===== src/rtl/serial_mac_pkg.sv =====
// Shared types, default sizes and sizing helper for the serial MAC engine.
package serial_mac_pkg;

   localparam int unsigned DEF_OP_W  = 8;
   localparam int unsigned DEF_ACC_W = 20;

   typedef enum logic [2:0] {IDLE, LOAD, MUL, ACC, UNLOAD} state_t;

   // Bits needed for a counter running 0..n-1.
   function automatic int unsigned cnt_w(input int unsigned n);
      return (n < 32'd2) ? 32'd1 : 32'($clog2(n));
   endfunction

endpackage


===== src/rtl/serial_mac_if.sv =====
// Serial operand/result handshake bundle between the pin-limited top and the MAC engine.
interface serial_mac_if;
   logic start;
   logic clear;
   logic a_ser;
   logic b_ser;
   logic in_valid;
   logic in_ready;
   logic out_bit;
   logic out_valid;
   logic out_ready;
   logic out_last;
   logic carry_out;
   logic busy;
   logic done;

   modport master (
      output start, clear, a_ser, b_ser, in_valid, out_ready,
      input  in_ready, out_bit, out_valid, out_last, carry_out, busy, done
   );

   modport slave (
      input  start, clear, a_ser, b_ser, in_valid, out_ready,
      output in_ready, out_bit, out_valid, out_last, carry_out, busy, done
   );
endinterface


===== src/rtl/seq_shift_add_mult.sv =====
// Unsigned sequential shift-add multiplier: one partial product per cycle, OP_W cycles after start.
module seq_shift_add_mult
   import serial_mac_pkg::*;
#(
   parameter int unsigned OP_W = DEF_OP_W
) (
   input  logic              clock,
   input  logic              reset_n,
   input  logic              start,
   input  logic [OP_W-1:0]   a,
   input  logic [OP_W-1:0]   b,
   output logic [2*OP_W-1:0] product,
   output logic              done_c
);

   localparam int unsigned PROD_W = 2 * OP_W;
   localparam int unsigned MC_W   = cnt_w(OP_W);

   logic [PROD_W-1:0] mcand_q;
   logic [PROD_W-1:0] prod_q;
   logic [OP_W-1:0]   mplier_q;
   logic [MC_W-1:0]   cnt_q;
   logic              run_q;

   // High during the cycle whose edge adds the final partial product.
   assign done_c  = run_q && (cnt_q == MC_W'(OP_W - 1));
   assign product = prod_q;

   always_ff @(posedge clock or negedge reset_n) begin
      if (!reset_n) begin
         mcand_q  <= '0;
         prod_q   <= '0;
         mplier_q <= '0;
         cnt_q    <= '0;
         run_q    <= 1'b0;
      end else if (start) begin
         mcand_q  <= PROD_W'(a);
         prod_q   <= '0;
         mplier_q <= b;
         cnt_q    <= '0;
         run_q    <= 1'b1;
      end else if (run_q) begin
         if (mplier_q[0]) begin
            prod_q <= prod_q + mcand_q;
         end
         mcand_q  <= {mcand_q[PROD_W-2:0], 1'b0};
         mplier_q <= mplier_q >> 1;
         cnt_q    <= cnt_q + 1'b1;
         if (done_c) begin
            run_q <= 1'b0;
         end
      end
   end

endmodule


===== src/rtl/serial_mac_engine.sv =====
// Bit-serial multiply-accumulate engine: serial operands in, shift-add multiply, persistent
// accumulator, serial result out. Define SERIAL_MAC_SAT_EN for saturating accumulation.
module serial_mac_engine
   import serial_mac_pkg::*;
#(
   parameter int unsigned OP_W  = DEF_OP_W,
   parameter int unsigned ACC_W = DEF_ACC_W
) (
   input  logic       clock,
   input  logic       reset_n,
   serial_mac_if.slave bus
);

   localparam int unsigned CNT_W  = cnt_w(ACC_W);
   localparam int unsigned SUM_W  = ACC_W + 1;
   localparam int unsigned PROD_W = 2 * OP_W;

   if (OP_W < 2) begin : g_bad_op_w
      $error("serial_mac_engine: OP_W must be at least 2");
   end
   if (ACC_W < 2 * OP_W) begin : g_bad_acc_w
      $error("serial_mac_engine: ACC_W must be at least 2*OP_W");
   end

   state_t            state_q, state_d;
   logic [CNT_W-1:0]  cnt_q, cnt_d;
   logic [OP_W-2:0]   a_q, b_q;
   logic [OP_W-1:0]   a_nxt, b_nxt;
   logic [ACC_W-1:0]  acc_q, shadow_q, acc_new;
   logic [SUM_W-1:0]  sum;
   logic [PROD_W-1:0] product;
   logic              carry_q;
   logic              in_ready_q, out_valid_q, out_last_q, busy_q, done_q;
   logic              in_ready_d, out_valid_d, out_last_d, busy_d, done_d;
   logic              accept, xfer, load_last, unload_last, mult_done_c;

   assign accept      = (state_q == LOAD) && bus.in_valid;
   assign xfer        = (state_q == UNLOAD) && bus.out_ready;
   assign load_last   = accept && (cnt_q == CNT_W'(OP_W - 1));
   assign unload_last = xfer && (cnt_q == CNT_W'(ACC_W - 1));
   assign a_nxt       = {a_q, bus.a_ser};
   assign b_nxt       = {b_q, bus.b_ser};

   // Multiplier is launched with the final operand bit so MUL lasts exactly OP_W cycles.
   seq_shift_add_mult #(.OP_W(OP_W)) u_mult (
      .clock   (clock),
      .reset_n (reset_n),
      .start   (load_last),
      .a       (a_nxt),
      .b       (b_nxt),
      .product (product),
      .done_c  (mult_done_c)
   );

   assign sum = {1'b0, acc_q} + SUM_W'(product);
`ifdef SERIAL_MAC_SAT_EN
   assign acc_new = sum[ACC_W] ? '1 : sum[ACC_W-1:0];
`else
   assign acc_new = sum[ACC_W-1:0];
`endif

   always_ff @(posedge clock or negedge reset_n) begin
      if (!reset_n) begin
         state_q     <= IDLE;
         cnt_q       <= '0;
         in_ready_q  <= 1'b0;
         out_valid_q <= 1'b0;
         out_last_q  <= 1'b0;
         busy_q      <= 1'b0;
         done_q      <= 1'b0;
      end else begin
         state_q     <= state_d;
         cnt_q       <= cnt_d;
         in_ready_q  <= in_ready_d;
         out_valid_q <= out_valid_d;
         out_last_q  <= out_last_d;
         busy_q      <= busy_d;
         done_q      <= done_d;
      end
   end

   // Next state and shared bit counter (operand bits in LOAD, result bits in UNLOAD).
   always_comb begin
      state_d = state_q;
      cnt_d   = cnt_q;
      case (state_q)
         IDLE: begin
            if (bus.start) begin
               state_d = LOAD;
               cnt_d   = '0;
            end
         end
         LOAD: begin
            if (accept) begin
               cnt_d = cnt_q + 1'b1;
               if (load_last) begin
                  state_d = MUL;
                  cnt_d   = '0;
               end
            end
         end
         MUL: begin
            if (mult_done_c) begin
               state_d = ACC;
            end
         end
         ACC: begin
            state_d = UNLOAD;
            cnt_d   = '0;
         end
         UNLOAD: begin
            if (xfer) begin
               cnt_d = cnt_q + 1'b1;
               if (unload_last) begin
                  state_d = IDLE;
                  cnt_d   = '0;
               end
            end
         end
         default: begin
            state_d = IDLE;
            cnt_d   = '0;
         end
      endcase
   end

   // Outputs decoded from the next state so they register in step with it.
   always_comb begin
      in_ready_d  = 1'b0;
      out_valid_d = 1'b0;
      out_last_d  = 1'b0;
      busy_d      = 1'b0;
      done_d      = 1'b0;
      in_ready_d  = (state_d == LOAD);
      out_valid_d = (state_d == UNLOAD);
      out_last_d  = (state_d == UNLOAD) && (cnt_d == CNT_W'(ACC_W - 1));
      busy_d      = (state_d != IDLE);
      done_d      = unload_last;
   end

   always_ff @(posedge clock or negedge reset_n) begin
      if (!reset_n) begin
         a_q      <= '0;
         b_q      <= '0;
         acc_q    <= '0;
         carry_q  <= 1'b0;
         shadow_q <= '0;
      end else begin
         if (accept) begin
            a_q <= a_nxt[OP_W-2:0];
            b_q <= b_nxt[OP_W-2:0];
         end
         if ((state_q == IDLE) && bus.clear) begin
            acc_q   <= '0;
            carry_q <= 1'b0;
         end
         // Shadow decouples the streamed result from the live accumulator.
         if (state_q == ACC) begin
            acc_q    <= acc_new;
            carry_q  <= carry_q | sum[ACC_W];
            shadow_q <= acc_new;
         end else if (xfer) begin
            shadow_q <= {shadow_q[ACC_W-2:0], 1'b0};
         end
      end
   end

   assign bus.in_ready  = in_ready_q;
   assign bus.out_valid = out_valid_q;
   assign bus.out_last  = out_last_q;
   assign bus.out_bit   = shadow_q[ACC_W-1];
   assign bus.carry_out = carry_q;
   assign bus.busy      = busy_q;
   assign bus.done      = done_q;

endmodule


===== src/flat_wrapper.sv =====
// flat-port wrapper written by rule: the top's interface ports become plain ports
module serial_mac_engine_flat import serial_mac_pkg::*;
#(
   parameter int unsigned OP_W  = DEF_OP_W,
   parameter int unsigned ACC_W = DEF_ACC_W
)
  (clock, reset_n, bus_start, bus_clear, bus_a_ser, bus_b_ser, bus_in_valid, bus_out_ready, bus_in_ready, bus_out_bit, bus_out_valid, bus_out_last, bus_carry_out, bus_busy, bus_done);
  serial_mac_if bus_i ();
  input  logic clock;
  input  logic reset_n;
  input wire logic [$bits(bus_i.start)-1:0] bus_start;
  input wire logic [$bits(bus_i.clear)-1:0] bus_clear;
  input wire logic [$bits(bus_i.a_ser)-1:0] bus_a_ser;
  input wire logic [$bits(bus_i.b_ser)-1:0] bus_b_ser;
  input wire logic [$bits(bus_i.in_valid)-1:0] bus_in_valid;
  input wire logic [$bits(bus_i.out_ready)-1:0] bus_out_ready;
  output wire logic [$bits(bus_i.in_ready)-1:0] bus_in_ready;
  output wire logic [$bits(bus_i.out_bit)-1:0] bus_out_bit;
  output wire logic [$bits(bus_i.out_valid)-1:0] bus_out_valid;
  output wire logic [$bits(bus_i.out_last)-1:0] bus_out_last;
  output wire logic [$bits(bus_i.carry_out)-1:0] bus_carry_out;
  output wire logic [$bits(bus_i.busy)-1:0] bus_busy;
  output wire logic [$bits(bus_i.done)-1:0] bus_done;
  assign bus_i.start = bus_start;
  assign bus_i.clear = bus_clear;
  assign bus_i.a_ser = bus_a_ser;
  assign bus_i.b_ser = bus_b_ser;
  assign bus_i.in_valid = bus_in_valid;
  assign bus_i.out_ready = bus_out_ready;
  assign bus_in_ready = bus_i.in_ready;
  assign bus_out_bit = bus_i.out_bit;
  assign bus_out_valid = bus_i.out_valid;
  assign bus_out_last = bus_i.out_last;
  assign bus_carry_out = bus_i.carry_out;
  assign bus_busy = bus_i.busy;
  assign bus_done = bus_i.done;
  serial_mac_engine #(.OP_W(OP_W), .ACC_W(ACC_W)) u_core (.clock(clock), .reset_n(reset_n), .bus(bus_i));
endmodule

===== config.mk =====
export PLATFORM = sky130hd
export DESIGN_NAME = serial_mac_engine_flat
export DESIGN_NICKNAME = d
export VERILOG_FILES = /design/src/rtl/serial_mac_pkg.sv /design/src/rtl/serial_mac_if.sv /design/src/rtl/seq_shift_add_mult.sv /design/src/rtl/serial_mac_engine.sv /design/src/flat_wrapper.sv
export SDC_FILE = /design/constraint.sdc
export NUM_CORES = 1
export LEC_CHECK = 0
export CAP_MARGIN = 20
export CORE_MARGIN = 5
export CORE_UTILIZATION = 55
export DETAILED_ROUTE_END_ITERATION = 12
export GPL_TIMING_DRIVEN = 0
export PLACE_DENSITY = 0.69
export SLEW_MARGIN = 10
export SYNTH_ARGS = -nofsm -noshare
export SYNTH_HDL_FRONTEND = slang
export SYNTH_SLANG_ARGS = --single-unit

===== constraint.sdc =====
create_clock -name clock -period 3.4 [get_ports clock]
set_clock_uncertainty 0.15 [all_clocks]
set_input_delay 0.51 -clock clock [delete_from_list [all_inputs] [get_ports clock]]
set_output_delay 0.51 -clock clock [all_outputs]
set_load 0.02 [all_outputs]

==> results of run 1 <==
placed cells by master, fill, tap and decap left out, types with 9 or more instances in the layout:
| cell | instances |
|---|---|
| nand3_1 | 17 |
| inv_1 | 15 |
| nor2_1 | 38 |
| nand2_1 | 168 |
| dfrtp_1 | 112 |
| a21o_1 | 10 |
| clkbuf_1 | 18 |
| clkbuf_16 | 9 |
| clkdlybuf4s50_1 | 13 |
| ha_1 | 34 |
| xnor2_1 | 17 |
| o21ai_0 | 53 |
| a21oi_1 | 45 |
| mux2i_1 | 33 |
| or3_1 | 9 |
power by group through the flow:
stage                     sequential (mW)  clock (mW)  combinational [mW]
final                                2.24        1.06                3.09
after global routing                 2.30        1.14                3.48
after global placement               2.25           0                2.93
after detailed placement             2.26           0                3.04
after floorplan                      2.15           0                2.42
after CTS                            2.24        1.09                3.07
metrics by stage:
| step | setup TNS (ns) | std cells | utilization |
|---|---|---|---|
| 5_1_grt | 0 | 884 | 0.620 |
| 6_report | 0 | 884 | 0.620 |
| 2_1_floorplan | 0 | 709 | - |
| 3_3_place_gp | -283.22 | 866 | 0.591 |
| 4_1_cts | 0 | 884 | 0.620 |
| 3_5_place_dp | 0 | 867 | 0.593 |
worst max-delay path by stage:
stage	from	end	slack [ns]
finish	u_core.u_mult.mcand_q[0]	u_core.u_mult.product[8]	0.68
CTS	u_core.u_mult.product[0]	u_core.u_mult.product[8]	0.71
global placement	reset_n	u_core.cnt_q[3]	-2.54
detailed placement	bus_in_valid	u_core.bus.busy	0.73
global route	u_core.u_mult.product[0]	u_core.shadow_q[12]	0.47
floorplan	u_core.u_mult.mcand_q[0]	u_core.u_mult.product[8]	0.95
flip-flops by register name (all words and copies together) (netlist names):
signal and cells:
u_core.acc_q 20, u_core.shadow_q 20, u_core.u_mult.mcand_q 16, u_core.u_mult.product 16, u_core.u_mult.mplier_q 8, u_core.a_q 7
u_core.b_q 7, u_core.cnt_q 5, u_core.state_q 3, u_core.u_mult.cnt_q 3, u_core.bus.busy 1, u_core.bus.carry_out 1
u_core.bus.done 1, u_core.bus.in_ready 1, u_core.bus.out_last 1, u_core.bus.out_valid 1, u_core.u_mult.run_q 1
critical path: cells and delay by family (launching register included):
family / cells / cell delay, ns
AOI/OAI and AO/OA: 5 / 1.14
xor gates and xnor gates: 1 / 0.17
adders and majority gates: 2 / 0.68
DFF: 1 / 0.41
and+or+nand+nor: 1 / 0.08
cells by family after synthesis:
logic type,count (synthesis)
AO/OA/AOI/OAI,167
XOR/XNOR,24
adder cells (fa/ha/maj),36
buffers and inverters,47
flip-flops,112
multiplexers,34
AND/OR/NAND/NOR,289
area by class of cell:
class,count,area share
Sequential cell,112,0.394
Multi-Input combinational cell,550,0.485
Tap cell,143,0.0252
Clock buffer,9,0.0317
Buffer,32,0.0211
Inverter,15,0.00792
Timing Repair Buffer,16,0.0252
Clock inverter,7,0.0104
metal layers:
metal | wire (um) | part of all wire
met4 | 257 | 0.018
met3 | 559 | 0.038
met2 | 7100 | 0.49
met1 | 6670 | 0.46
met5 | 0 | 0
timing repair:
| item | 4_1_cts | 5_1_grt |
|---|---|---|
| hold buffers | 1 | 0 |
| endpoints found under the hold margin | 49 | 0 |
| buffers inserted | 0 | 0 |
| endpoints found under the setup margin | 0 | 0 |
| gates resized for setup | 0 | 0 |
==> Implementation_results.wiki, run 1 <==
{| class="wikitable"
! Metric !! Value
|-
| Achievable clock frequency || 368 MHz
|-
| Routed wire per std cell || between 15 and 20 um
|-
| Crit-path slowest cell || fa_1
|-
| Pre-CTS setup slack || 0.726 ns
|-
| H-Tree Level Count || 3
|-
| Number of synthesized register bits || approximately 110
|-
| Worst slew slack as a fraction of its limit || 0.494
|-
| Hold Path End || u_core.acc_q[9]
|-
| Synthesis warning total || 0
|-
| Worst setup slack after layout || 0.683 ns
|-
| Outcome || finished, final reports clean
|-
| Number of sinks driven by the clock tree || about 110
|-
| Final Critical Period || 2.72 ns
|-
| Fraction of the mapped netlist area in adder cells || 0.0721
|-
| Count of antenna diodes in the layout || 0
|-
| Number of antenna violations at the first check in global routing || 0
|-
| Most instantiated flip-flop cell in the synthesis netlist || dfrtp_1
|-
| Global routing usage on met3 || 0.0444
|-
| Violation count after the first detailed-route iteration || ~350
|-
| Cell type contributing the most total cell area after synthesis || dfrtp_1
|-
| Endpoint type of the worst setup path || flip-flop
|-
| Overall track demand over capacity in global routing || 0.216
|-
| Worst-Margin Slew || 0.759 ns
|-
| Floorplan die height || 118 um
|-
| Top-area cell type share of the netlist area || 0.434
|-
| Largest family of logic cells by synthesized area || simple AND/OR/NAND/NOR gates
|-
| Average instance area after synthesis || 9.10 sq um
|-
| Maximum cell stage delay along the critical path || 0.42 ns
|-
| Multi-input logic area || 3450 sq um
|-
| Number of top-level pins || 15
|-
| Post-Synth XOR/XNOR Area || 0.0326
|-
| Reg2reg setup slack || 0.68 ns
|-
| Net Switching || 2.73 mW
|-
| Residual antenna-violating net count after detailed routing || 0
|-
| Tightest Hold Check Type || flip-flop to flip-flop
|-
| Maximum number of pins on one net before global-route repair || 64
|-
| Post-Synthesis Cells || 709
|-
| Synthesized cell area || 6450 sq um
|-
| Worst reg2reg path depth || 9
|-
| Cell Area, Placed || ~6800 sq um
|-
| Avg Vias per Cell || 5.89
|-
| CP Launch Type || flip-flop
|-
| Startpoint of the worst hold path || u_core.acc_q[9]
|-
| Max-cap violations || 0
|-
| Startpoint of the worst-slack reg-to-reg timing path || u_core.u_mult.mcand_q[0]
|-
| Setup-violating endpoint count in the final report || 0
|-
| Fraction of power consumed by the clock network || 0.166
|-
| Simple logic cell fraction of the synthesized area || 0.207
|-
| TritonCTS clock tree || yes
|-
| Weighted congestion at the end of routability-driven global placement || 0.882
|-
| Post-synthesis compound-gate area fraction || 0.169
|-
| Met2 GRT Util || 0.357
|-
| Synth top area cells || dfrtp_1 (43%), nand2_1 (9.8%), ha_1 (6.6%), mux2i_1 (5.1%), o21ai_0 (4.1%)
|-
| Std cell rows || 39
|-
| Port Buf Inserts || 14
|-
| Max VDD drop || about 0.58 mV
|-
| Half-perimeter wire length of the detailed placement result || 10500 um
|-
| Sequential fraction of design power || 0.351
|-
| Most frequent cells after synthesis || nand2_1 (168), dfrtp_1 (112), o21ai_0 (53), a21oi_1 (45), nor2_1 (38)
|-
| Worst hold slack || 0.339 ns
|-
| Final net count || 780
|-
| Floorplan die width || 118 um
|-
| DIE AREA || 14000 sq um
|-
| PnR Total Power || between 6 and 7 mW
|-
| Clock buffer depth || 2
|-
| EDFF count, synth || 0
|-
| Global route total overflow || 0
|-
| Final-report max-slew violation count || 0
|-
| Cell-by-cell trace of the critical path || ha_1, fa_1, a21o_1, a211oi_2, o21bai_1, a311oi_1, xnor2_1, nand2_1, a21oi_1
|-
| Layout-stage area growth over the synthesis result || 10.2%
|-
| Classification of the worst setup path || flip-flop to flip-flop
|-
| Finished layout cell area || a little over 7000 sq um
|-
| Crit path arrival time || approximately 2.9 ns
|-
| Tcrit/Tclk final || 0.799
|-
| Count leader, synth || nand2_1
|-
| First-pass DRT Iterations || 6
|-
| Clock input transition at the sequential cells of the worst setup and hold paths || 0.08 ns
|-
| Number of fillers in the final layout || 950
|-
| Overall via count from detail_route || 5206
|-
| Grt met1 use || 0.291
|-
| Hold path cells || 2
|-
| Internal power consumption || 3.67 mW
|-
| Wire length of the first global-routing pass || 25000 um
|-
| Sequential area share after synthesis || 0.434
|-
| Fin. Hold Viols || 0
|-
| Net count after synthesis || 753
|-
| Power share of the combinational group || 0.483
|-
| Mux share of post-synthesis cell area || 0.0529
|-
| Root Buffer || clkbuf_16
|-
| Core Area || 11500 sq um
|-
| RSZ-0062 raised after global routing || no
|-
| End of the worst register-to-register path || u_core.u_mult.product[8]
|-
| Worst skew pair latency || 0.36 ns
|-
| Count of different cell masters after synthesis || ~70
|-
| Leakage || between 3 and 4 nW
|-
| Initial standard-cell utilization of the core || 0.563
|-
| Storage element area || 2800 sq um
|-
| Biggest fanout along the worst timing path || 3
|-
| Share of final-layout standard cells stronger than drive strength 1 || 0.0837
|-
| Final wirelength || 14600 um
|-
| Asr flop ratio synth || 1.00
|-
| Detailed-route DRC error count || 0
|-
| GRT Max-Usage Layer || met2
|-
| Proportion of total power due to net switching || 0.426
|-
| Via count of the first global-routing pass || 5202
|-
| Data required time at the worst endpoint || 3.54 ns
|-
| Cell Pwr Density || 899 nW/um^2
|-
| Cts bufs inserted || 9
|}
Power figures use the tool's default switching activity.
==> run 2: changes to the inputs <==
Settings changed: PLACE_DENSITY 0.69 to 0.72.
Clock period 3.4 ns to 2.2 ns, I/O delays scaled along.
==> run 2 against run 1 <==
  * The run now ends with setup timing left
  * Total power up 87%
  * Combinational power increased by 110%
  * Highest routed layer unchanged
  * Core utilization is 9.0 points higher
==> Implementation_results.wiki, run 2 (synthesis gave the netlist of run 1 again) <==
{| class="wikitable"
! Metric !! Value
|-
| Outcome || complete, but fails checks
|-
| Violated checks || setup timing
|-
| Avg Vias per Cell || between 6 and 7
|-
| Detailed-route DRC error count || 0
|-
| Half-perimeter wire length of the detailed placement result || 10800 um
|-
| Routed wire per std cell || approximately 18 um
|-
| Net Switching || 5.16 mW
|-
| Floorplan die height || 118 um
|-
| Internal power consumption || 6.80 mW
|-
| CP Launch Type || flip-flop
|-
| Cts bufs inserted || 9
|-
| Worst-Margin Slew || 0.771 ns
|-
| Worst skew pair latency || 0.37 ns
|-
| Overall track demand over capacity in global routing || 0.235
|-
| Fraction of power consumed by the clock network || 0.146
|-
| TritonCTS clock tree || yes
|-
| Setup-violating endpoint count in the final report || 36
|-
| Setup TNS Final || -5.58 ns
|-
| Layout-stage area growth over the synthesis result || 26.1%
|-
| Share of final-layout standard cells stronger than drive strength 1 || 0.239
|-
| Initial standard-cell utilization of the core || 0.563
|-
| Final Core Density || 0.710
|-
| Proportion of total power due to net switching || 0.432
|-
| Achievable clock frequency || 398 MHz
|-
| Leakage || roughly 3.5 nW
|-
| Tcrit/Tclk final || 1.14
|-
| Count of non-filler cells in the finished layout || 921
|-
| Port Buf Inserts || 14
|-
| Reg2reg setup slack || -0.31 ns
|-
| Leading cell type in the layout, fill and taps excluded || nand2_1
|-
| Final net count || 817
|-
| Clock buffer depth || 2
|-
| Residual antenna-violating net count after detailed routing || 0
|-
| Worst hold slack || between 0.3 and 0.4 ns
|-
| Crit path arrival time || 2.65 ns
|-
| Worst reg2reg path depth || 9
|-
| Worst slew slack as a fraction of its limit || 0.486
|-
| First-pass DRT Iterations || 5
|-
| Core Area || 11500 sq um
|-
| Highest-count cells in the layout ignoring fill and taps || nand2_1 (168), dfrtp_1 (105), buf_4 (39)
|-
| Std cell rows || 39
|-
| Startpoint of the worst-slack reg-to-reg timing path || u_core.u_mult.product[0]
|-
| Wire length of the first global-routing pass || 27100 um
|-
| Violation count after the first detailed-route iteration || 389
|-
| Max-cap violations || 0
|-
| Fin. Hold Viols || 0
|-
| Classification of the worst setup path || flip-flop to flip-flop
|-
| Final wirelength || about 17000 um
|-
| Weighted congestion at the end of routability-driven global placement || 0.944
|-
| Floorplan die width || ~120 um
|-
| Worst setup slack after layout || -0.314 ns
|-
| Count of antenna diodes in the layout || 0
|-
| Max VDD drop || 0.962 mV
|-
| H-Tree Level Count || 3
|-
| DIE AREA || approximately 14000 sq um
|-
| RSZ-0062 raised after global routing || yes
|-
| Clock input transition at the sequential cells of the worst setup and hold paths || 0.09 ns
|-
| Endpoint type of the worst setup path || flip-flop
|-
| End of the worst register-to-register path || u_core.u_mult.product[8]
|-
| Storage element area || 2810 sq um
|-
| Overall via count from detail_route || 5559
|-
| Final-report max-slew violation count || 0
|-
| Number of top-level pins || 15
|-
| Cell Pwr Density || 1470 nW/um^2
|-
| Tightest Hold Check Type || input port to asynchronous set/reset pin
|-
| Placed instance count || 867
|-
| Number of antenna violations at the first check in global routing || 0
|-
| Power share of the combinational group || 0.550
|-
| Data required time at the worst endpoint || around 2.3 ns
|-
| Number of sinks driven by the clock tree || roughly 110
|-
| Biggest fanout along the worst timing path || 3
|-
| Sequential fraction of design power || 0.304
|-
| Via count of the first global-routing pass || 5543
|-
| Registers with the most flip-flops || u_core.acc_q x20, u_core.shadow_q x20
|-
| Global route total overflow || 0
|-
| Number of fillers in the final layout || a little over 800
|-
| Maximum number of pins on one net before global-route repair || 60
|-
| Root Buffer || clkbuf_16
|-
| Multi-input logic area || just over 4000 sq um
|-
| Final Critical Period || 2.51 ns
|}
-- run 2: metrics by stage --
stage	setup slack [ns]	instance area [sq um]	total power, mW
floorplan	-0.0595	6470	7.08
global placement	-3.60	6790	8.05
detailed placement	-0.308	6820	8.26
CTS	-0.240	7850	11.3
global route	-0.385	8140	12.8
finish	-0.314	8140	12.0
-- run 2: repair_timing --
item                                    4_1_cts  5_1_grt
pin swaps                                    41       38
setup buffers                                24       18
hold endpoints to repair                     53        0
hold buffers                                  1        0
endpoints found under the setup margin       33       78
gates resized for setup                      98       45
-- run 2: how the worst max path moves through the flow --
stage	startpoint	to	cells after the start
2_1_floorplan	u_core.u_mult.mcand_q[0]	u_core.u_mult.product[8]	9
6_report	u_core.u_mult.product[0]	u_core.u_mult.product[8]	9
5_1_grt	u_core.u_mult.product[0]	u_core.u_mult.product[12]	9
3_5_place_dp	bus_in_valid	u_core.bus.busy	8
3_3_place_gp	reset_n	u_core.cnt_q[2]	1
4_1_cts	u_core.u_mult.product[0]	u_core.u_mult.product[12]	9
-- run 2: area by class of cell --
cell class,instances,share of cell area
Multi-Input combinational cell,550,0.505
Clock buffer,9,0.0277
Sequential cell,112,0.345
Clock inverter,7,0.0121
Buffer,29,0.0174
Inverter,15,0.00692
Tap cell,143,0.0220
Timing Repair Buffer,56,0.0632
-- run 2: per-layer routing --
layer  GRT usage  share of wire
met5           0              0
met4      0.0645          0.022
met3      0.0544          0.037
met2       0.407           0.50
met1       0.296           0.44
-- run 2: power by group through the flow --
stage	clock (mW)	sequential [mW]	combinational (mW)
2_1_floorplan	0	3.33	3.75
3_3_place_gp	0	3.48	4.57
3_5_place_dp	0	3.50	4.76
4_1_cts	1.78	3.59	5.94
5_1_grt	1.86	3.73	7.21
6_report	1.75	3.64	6.58
-- run 2: critical path: stages, from the launching register on --
cell      delay, ns
dfrtp_1        0.41
ha_2           0.20
fa_2           0.34
a21o_1         0.21
a211oi_4       0.30
o21bai_2       0.12
a311oi_2       0.28
xnor2_1        0.17
nand2_1        0.08
a21oi_1        0.18
